### src/rtl/alu_result_stage.sv
// Execute-to-memory result stage: registers ALU result, flags and destination tag
// behind a valid/ready handshake with a two-entry (MAIN + SKID) buffer.
module alu_result_stage #(
  parameter int DATA_W     = 32,
  parameter int REG_ADDR_W = 5,
  parameter int CNT_W      = 8
) (
  input  logic                  clk,
  input  logic                  rst,
  input  logic                  in_valid,
  output logic                  in_ready,
  input  logic [DATA_W-1:0]     in_result,
  input  logic                  in_zero,
  input  logic                  in_carry,
  input  logic                  in_neg,
  input  logic                  in_ovf,
  input  logic [3:0]            in_op,
  input  logic [REG_ADDR_W-1:0] in_rd,
  input  logic                  in_wen,
  input  logic                  in_flag_en,
  input  logic                  flush,
  output logic                  out_valid,
  input  logic                  out_ready,
  output logic [DATA_W-1:0]     out_result,
  output logic [REG_ADDR_W-1:0] out_rd,
  output logic                  out_wen,
  output logic                  out_ovf_trap,
  output logic [3:0]            flags_q,
  output logic [CNT_W-1:0]      trap_count
);

  localparam logic [3:0] OP_ADD = 4'b0010;
  localparam logic [3:0] OP_SUB = 4'b0011;

  typedef struct packed {
    logic signed [DATA_W-1:0] result;
    logic [REG_ADDR_W-1:0]    rd;
    logic                     wen;
    logic                     trap;
    logic [3:0]               flags;
    logic                     flag_en;
  } entry_t;

  typedef enum logic [1:0] {EMPTY, ONE, FULL} state_t;

  state_t state, state_nxt;
  entry_t cap_p0, main_p1, skid_p1;
  logic   cap_trap_p0;
  logic   vld_p1, skid_vld_p1;
  logic   accept, retire, load_main, load_skid;

  function automatic logic [CNT_W-1:0] sat_inc(input logic [CNT_W-1:0] c);
    return (&c) ? c : c + {{(CNT_W-1){1'b0}}, 1'b1};
  endfunction

  assign vld_p1      = (state != EMPTY);
  assign skid_vld_p1 = (state == FULL);
  assign in_ready    = ~skid_vld_p1;
  assign accept      = in_valid & in_ready & ~flush;
  assign retire      = vld_p1 & out_ready;

  // Stage p0: qualify the incoming op; a trapping op never writes the register file
  assign cap_trap_p0     = in_ovf & ((in_op == OP_ADD) | (in_op == OP_SUB));
  assign cap_p0.result   = in_result;
  assign cap_p0.rd       = in_rd;
  assign cap_p0.wen      = in_wen & ~cap_trap_p0 & (in_rd != '0);
  assign cap_p0.trap     = cap_trap_p0;
  assign cap_p0.flags    = {in_zero, in_carry, in_neg, in_ovf};
  assign cap_p0.flag_en  = in_flag_en;

  // MAIN refills from SKID first to keep FIFO order
  assign load_main = (~vld_p1 | retire) & (skid_vld_p1 | accept);
  assign load_skid = accept & vld_p1 & (~retire | skid_vld_p1);

  always_ff @(posedge clk) begin
    if (rst) state <= EMPTY;
    else     state <= state_nxt;
  end

  always_comb begin
    state_nxt = state;
    case (state)
      EMPTY: if (accept) state_nxt = ONE;
      ONE: begin
        if (accept & ~retire)      state_nxt = FULL;
        else if (~accept & retire) state_nxt = EMPTY;
      end
      FULL:    if (retire & ~accept) state_nxt = ONE;
      default: state_nxt = EMPTY;
    endcase
    if (flush) state_nxt = EMPTY;
  end

  // Stage p1: MAIN / SKID entries
  always_ff @(posedge clk) begin
    if (rst) begin
      main_p1 <= '0;
      skid_p1 <= '0;
    end else begin
      if (load_main) main_p1 <= skid_vld_p1 ? skid_p1 : cap_p0;
      if (load_skid) skid_p1 <= cap_p0;
    end
  end

  // Retire side effects still complete in a flush cycle
  always_ff @(posedge clk) begin
    if (rst) begin
      flags_q    <= '0;
      trap_count <= '0;
    end else if (retire) begin
      if (main_p1.flag_en) flags_q    <= main_p1.flags;
      if (main_p1.trap)    trap_count <= sat_inc(trap_count);
    end
  end

  assign out_valid    = vld_p1;
  assign out_result   = main_p1.result;
  assign out_rd       = main_p1.rd;
  assign out_wen      = main_p1.wen;
  assign out_ovf_trap = main_p1.trap;

endmodule

### config.mk
export PLATFORM = sky130hd
export DESIGN_NAME = alu_result_stage
export DESIGN_NICKNAME = d
export VERILOG_FILES = /design/src/rtl/alu_result_stage.sv
export SDC_FILE = /design/constraint.sdc
export NUM_CORES = 1
export LEC_CHECK = 0
export ABC_AREA = 1
export BUFFER_PORTS_ARGS = -buffer_cell sky130_fd_sc_hd__buf_2
export CAP_MARGIN = 20
export CORE_MARGIN = 5
export CORE_UTILIZATION = 55
export CTS_BUF_LIST = sky130_fd_sc_hd__clkbuf_8
export DETAILED_ROUTE_END_ITERATION = 10
export PLACE_DENSITY_LB_ADDON = 0.25
export SETUP_SLACK_MARGIN = 0.3
export SLEW_MARGIN = 30
export SYNTH_ARGS = -nofsm -noshare
export SYNTH_HDL_FRONTEND = slang
export SYNTH_SLANG_ARGS = --single-unit
### constraint.sdc
create_clock -name clk -period 1.8 [get_ports clk]
set_input_delay 0.36 -clock clk [delete_from_list [all_inputs] [get_ports clk]]
set_output_delay 0.36 -clock clk [all_outputs]
set_load 0.03 [all_outputs]
# Yosys cells after proc, flatten, opt, wreduce, memory -nomap -nowiden
# Cells that the tools add are included.
[op_classes]
n_eq_ne = 7
reduce_logical = 8
bitwise_logic = 22
n_addsub = 1
muxes = 6
[ops]
columns = ["op", "n"]
rows = [
  ["2-to-1 mux 44 bit", 1],
  ["AND 1 bit", 11],
  ["adder 8 x 1 -> 8 bit, second input constant", 1],
  ["== test 4 x 2 -> 1 bit, second input constant", 2],
  ["2-to-1 mux 2 bit", 4],
  ["AND reduction 8 bit", 1],
  ["NOT 1 bit", 7],
  ["case mux 2 bit (3 select lines)", 1],
  ["AND reduction 3 bit", 2],
  ["nonzero test 5 bit", 1],
  ["OR 1 bit", 4],
  ["!= test 3 bit, second input constant", 1],
  ["== test 2 x 1 -> 1 bit, second input constant", 1],
  ["== test 2 bit, second input constant", 1],
  ["logical NOT 2 bit", 1],
  ["!= test 2 x 1 -> 1 bit, second input constant", 1],
  ["!= test 2 bit, second input constant", 1],
  ["AND reduction 2 bit", 1],
  ["nonzero test 2 bit", 1],
  ["OR reduction 2 bit", 1],
]
[totals]
out_inout_bits = 53
reg_bits = 102
word_cells = 59

# Depth between registers and ports, before layout
[logic_depth]
depth_word = 9
ltp_mapped = 8

# Worst setup path before layout
# OpenSTA, ideal clock, no wires.
[synth_path]
path_kind = "flip-flop to flip-flop"
startpoint = "reg trap_count[1]"
endpoint = "reg trap_count[4]"
path_stages_with_launch = 8
t_arrival_ns = 1.418
slack_ns = 0.312
synth_period_minus_slack_ns = 1.488
path_cell_list = "dfxtp_1 > ha_1 > nand3_1 > inv_1 > nand2_1 > nand2_1 > nand2_1 > a21oi_1"
[synth_via]
elab_chain_len = 3
word_cells_on_any_way = 4
cone_classes = "1 x add/sub; 1 x bitwise; 2 x reduce/logical"
[synth_rtl]
columns = ["item", "line_no", "text"]
rows = [
  ["start: declaration", "29", "output logic [CNT_W-1:0] trap_count"],
  ["start signal: assignment", "112", "if (main_p1.trap) trap_count <= sat_inc(trap_count);"],
  ["parallel branches: the longest is 3 deep, another holds adder 8 x 1 -> 8 bit", "-", ""],
]
# Parallel ways; which one is timed is not known.
# A chain may end at the register's enable or synchronous reset.

# Worst setup path after layout
[layout_path]
startpoint = "reg state[0]"
endpoint = "out out_valid"
[layout_via]
elab_chain_len = 1
[layout_rtl]
columns = ["item", "line_no", "text"]
rows = [
  ["start: declaration", "46", "state_t state, state_nxt;"],
  ["start signal: assignment", "77", "else state <= state_nxt;"],
  ["nonzero test 2 bit", "56", "assign vld_p1 = (state != EMPTY);"],
  ["end: declaration", "22", "output logic out_valid,"],
]
# Every way passes these cells.

==> flow_summary.json <==
{
  "status": "complete, no violations",
  "worst_r2r_endpoint": "trap_count[2]",
  "r2r-start": "trap_count[0]",
  "drc_errors": 0,
  "rows": 33,
  "antenna_found_initial": 0,
  "min_to": "skid_p1[37]",
  "rr_worst_depth": 7,
  "finClkSkew_ns": 0.00744,
  "core_area_mm2": 0.00813,
  "syn_avg_cell_area_um2": 7.01,
  "grt_pass1_wl_mm": 16.9,
  "cts-root-buf": "clkbuf_8",
  "ioPinCount": 105,
  "vias": 4113,
  "avgViaCountPerCell": 5.05,
  "crit_type": "reg2out",
  "layout_setup_ws_ns": 0.349,
  "place_ws_ns": 0.132,
  "setup_viol": 0,
  "cts_made_buffers": 9,
  "drtPass1Iterations": 5,
  "drt_iter0_drc": 173,
  "portBuffers": 103,
  "ys_seq_area_frac": 0.448,
  "yosysTopAreaCellShare": 0.448,
  "slew_violations": 0,
  "worstHoldPathType": "in2reg",
  "worstHoldStart": "in_result[25]",
  "powerDensity_mw_per_mm2": 875,
  "regArea_mm2": 0.00205,
  "track_usage": 0.205,
  "grt.overflow.total": 0,
  "ys_ff_latch": 102,
  "synthToLayoutAreaGrowth_pct": 14.2,
  "dpl_cell_area_mm2": 0.00493,
  "synth_top_area_cell": "dfxtp_1",
  "ir_drop_mv": 0.574,
  "syn_area_mm2": 0.00456,
  "die-area_mm2": 0.0102,
  "clk_pin_slew_ns": 0.09,
  "fin_setup_tns_ns": 0,
  "grt_start_max_net_pins": 50,
  "r2r_slack_ns": 0.39,
  "yosysUniqueCellTypes": 26,
  "htree_num_levels": 3,
  "num-nets-final": 760,
  "rsz0062_at_grt": "yes",
  "multiInputGateArea_mm2": 0.00192,
  "crit_required_ns": 1.44,
  "startpoint_type": "flip-flop",
  "gp_congestion": 0.837,
  "leakagePower_nw": 2.32,
  "chipHeight_um": 101,
  "cap_viol_max_count": 0,
  "fin_area_mm2": 0.00520,
  "clk_path_buf_depth": 2,
  "hold-worst-slack_ns": 0.275,
  "worst_slew_pin_slew_ns": 0.427,
  "critPathArrivalTime_ns": 1.09,
  "finalCritPeriodShare": 0.806,
  "synth_fp_nets": 703,
  "grt_pass1_vias": 3815,
  "ys.warnings.count": 0,
  "power_mw": 4.56,
  "netlist_instances": 650,
  "die_x_um": 101,
  "start_util": 0.560,
  "critPathMaxFanout": 4,
  "ctsHoldBuffers": 0,
  "relSlewSlack": 0.714,
  "drive_above_1_share": 0.213,
  "diodes": 0,
  "finalHoldViolations": 0,
  "clock_sinks": 102,
  "ant_nets": 0,
  "clock.fmax_ghz": 0.689,
  "startpoint": "state[0]",
  "end_kind": "primary output",
  "clk-insertion-delay-late_ns": 0.35,
  "dp_hpwl_mm": 7.12,
  "synth_area_leaders": "dfxtp_1 45%, nor2_1 11%, o21ai_0 10%",
  "fin_crit_ns": 1.45,
  "holdPathStages": 3,
  "tritoncts": "yes",
  "fillers": 751,
  "wl_per_cell_um": 12.6,
  "routed_wl_mm": 10.3
}
-- logic make-up (layout without fill, tap and decap cells) --
family,after synthesis,after routing,synth area share
compound gates,162,162,0.181
xor+xnor,3,3,0.00577
buf+inv,121,181,0.135
fa+ha+maj,1,1,0.00275
simple gates,261,261,0.227
flops,102,102,0.448
-- synth_stat cells --
| library cell | instances |
|---|---|
| a211oi_1 | 1 |
| a21oi_1 | 41 |
| and3_1 | 1 |
| buf_1 | 1 |
| buf_2 | 16 |
| buf_4 | 38 |
| clkbuf_1 | 17 |
| dfxtp_1 | 102 |
| ha_1 | 1 |
| inv_1 | 44 |
| inv_2 | 5 |
| nand2_1 | 106 |
| nand2_2 | 1 |
| nand3_1 | 13 |
| nand3b_1 | 1 |
| nand4_1 | 3 |
| nor2_1 | 130 |
| nor2_2 | 3 |
| nor2_4 | 1 |
| nor3_1 | 1 |
| nor3_2 | 1 |
| o21ai_0 | 95 |
| o21ai_1 | 24 |
| o21ai_4 | 1 |
| xnor2_1 | 1 |
| xor2_1 | 2 |
-- flip-flops by register name, summed over array words and instances, names as in the netlist --
name	flops
flags_q	4
main_p1	5
out_ovf_trap	1
out_rd	5
out_result	32
out_wen	1
skid_p1	44
state	2
trap_count	8
-- layout by cell type (no fill, tap or decap), types with 3 or more instances in the layout --
master / count
dfxtp_2: 3
o21ai_1: 25
nand3_1: 13
dfxtp_1: 98
buf_12: 5
nand4_1: 3
bufinv_16: 3
o21ai_0: 94
buf_2: 102
nor2_1: 130
inv_2: 5
clkbuf_8: 9
a21oi_1: 41
inv_1: 44
nand2_1: 104
buf_4: 10
-- worst max path at each step --
stage | slack (ns) | cells past startpoint | end
2_1_floorplan | 0.31 | 7 | trap_count[4]
5_1_grt | 0.27 | 7 | trap_count[2]
3_3_place_gp | 0.24 | 6 | skid_p1[10]
6_report | 0.35 | 3 | out_valid
4_1_cts | 0.28 | 3 | in_ready
3_5_place_dp | 0.13 | 6 | skid_p1[18]
-- worst max-delay path, stage by stage (launching register included) --
cell and delay [ns]:
dfxtp_4 0.38, nor2_4 0.14, inv_2 0.05, buf_2 0.17
-- through the flow --
stage | instances | utilization
2_1_floorplan | 650 | -
3_3_place_gp | 799 | 0.607
3_5_place_dp | 799 | 0.607
4_1_cts | 813 | 0.636
5_1_grt | 815 | 0.640
6_report | 815 | 0.640
-- metal layers --
metal	wire [µm]	part of all wire	global-route usage
met1	4560	0.44	0.253
met2	5070	0.49	0.356
met3	460	0.045	0.0339
met4	166	0.016	0.0777
met5	0	0	0
-- timing repair --
item | in CTS | in global routing
resized for setup | 5 | 8
buffers inserted | 0 | 2
pin swaps | 0 | 1
setup endpoints to repair | 2 | 19
-- power breakdown --
part	leakage [nW]	switching [mW]	internal (mW)
clock network	0.113	0.726	0.904
logic	1.38	0.358	0.197
registers	0.833	0.0382	2.33
total	2.32	1.12	3.43
-- area by class of cell --
cell class                      instances  share of cell area
Clock buffer                            9              0.0238
Clock inverter                          5              0.0195
Inverter                               49              0.0358
Timing Repair Buffer                  118               0.134
Sequential cell                       102               0.394
Multi-Input combinational cell        427               0.368
Tap cell                              105              0.0252
(Power assumes the default switching activity.)
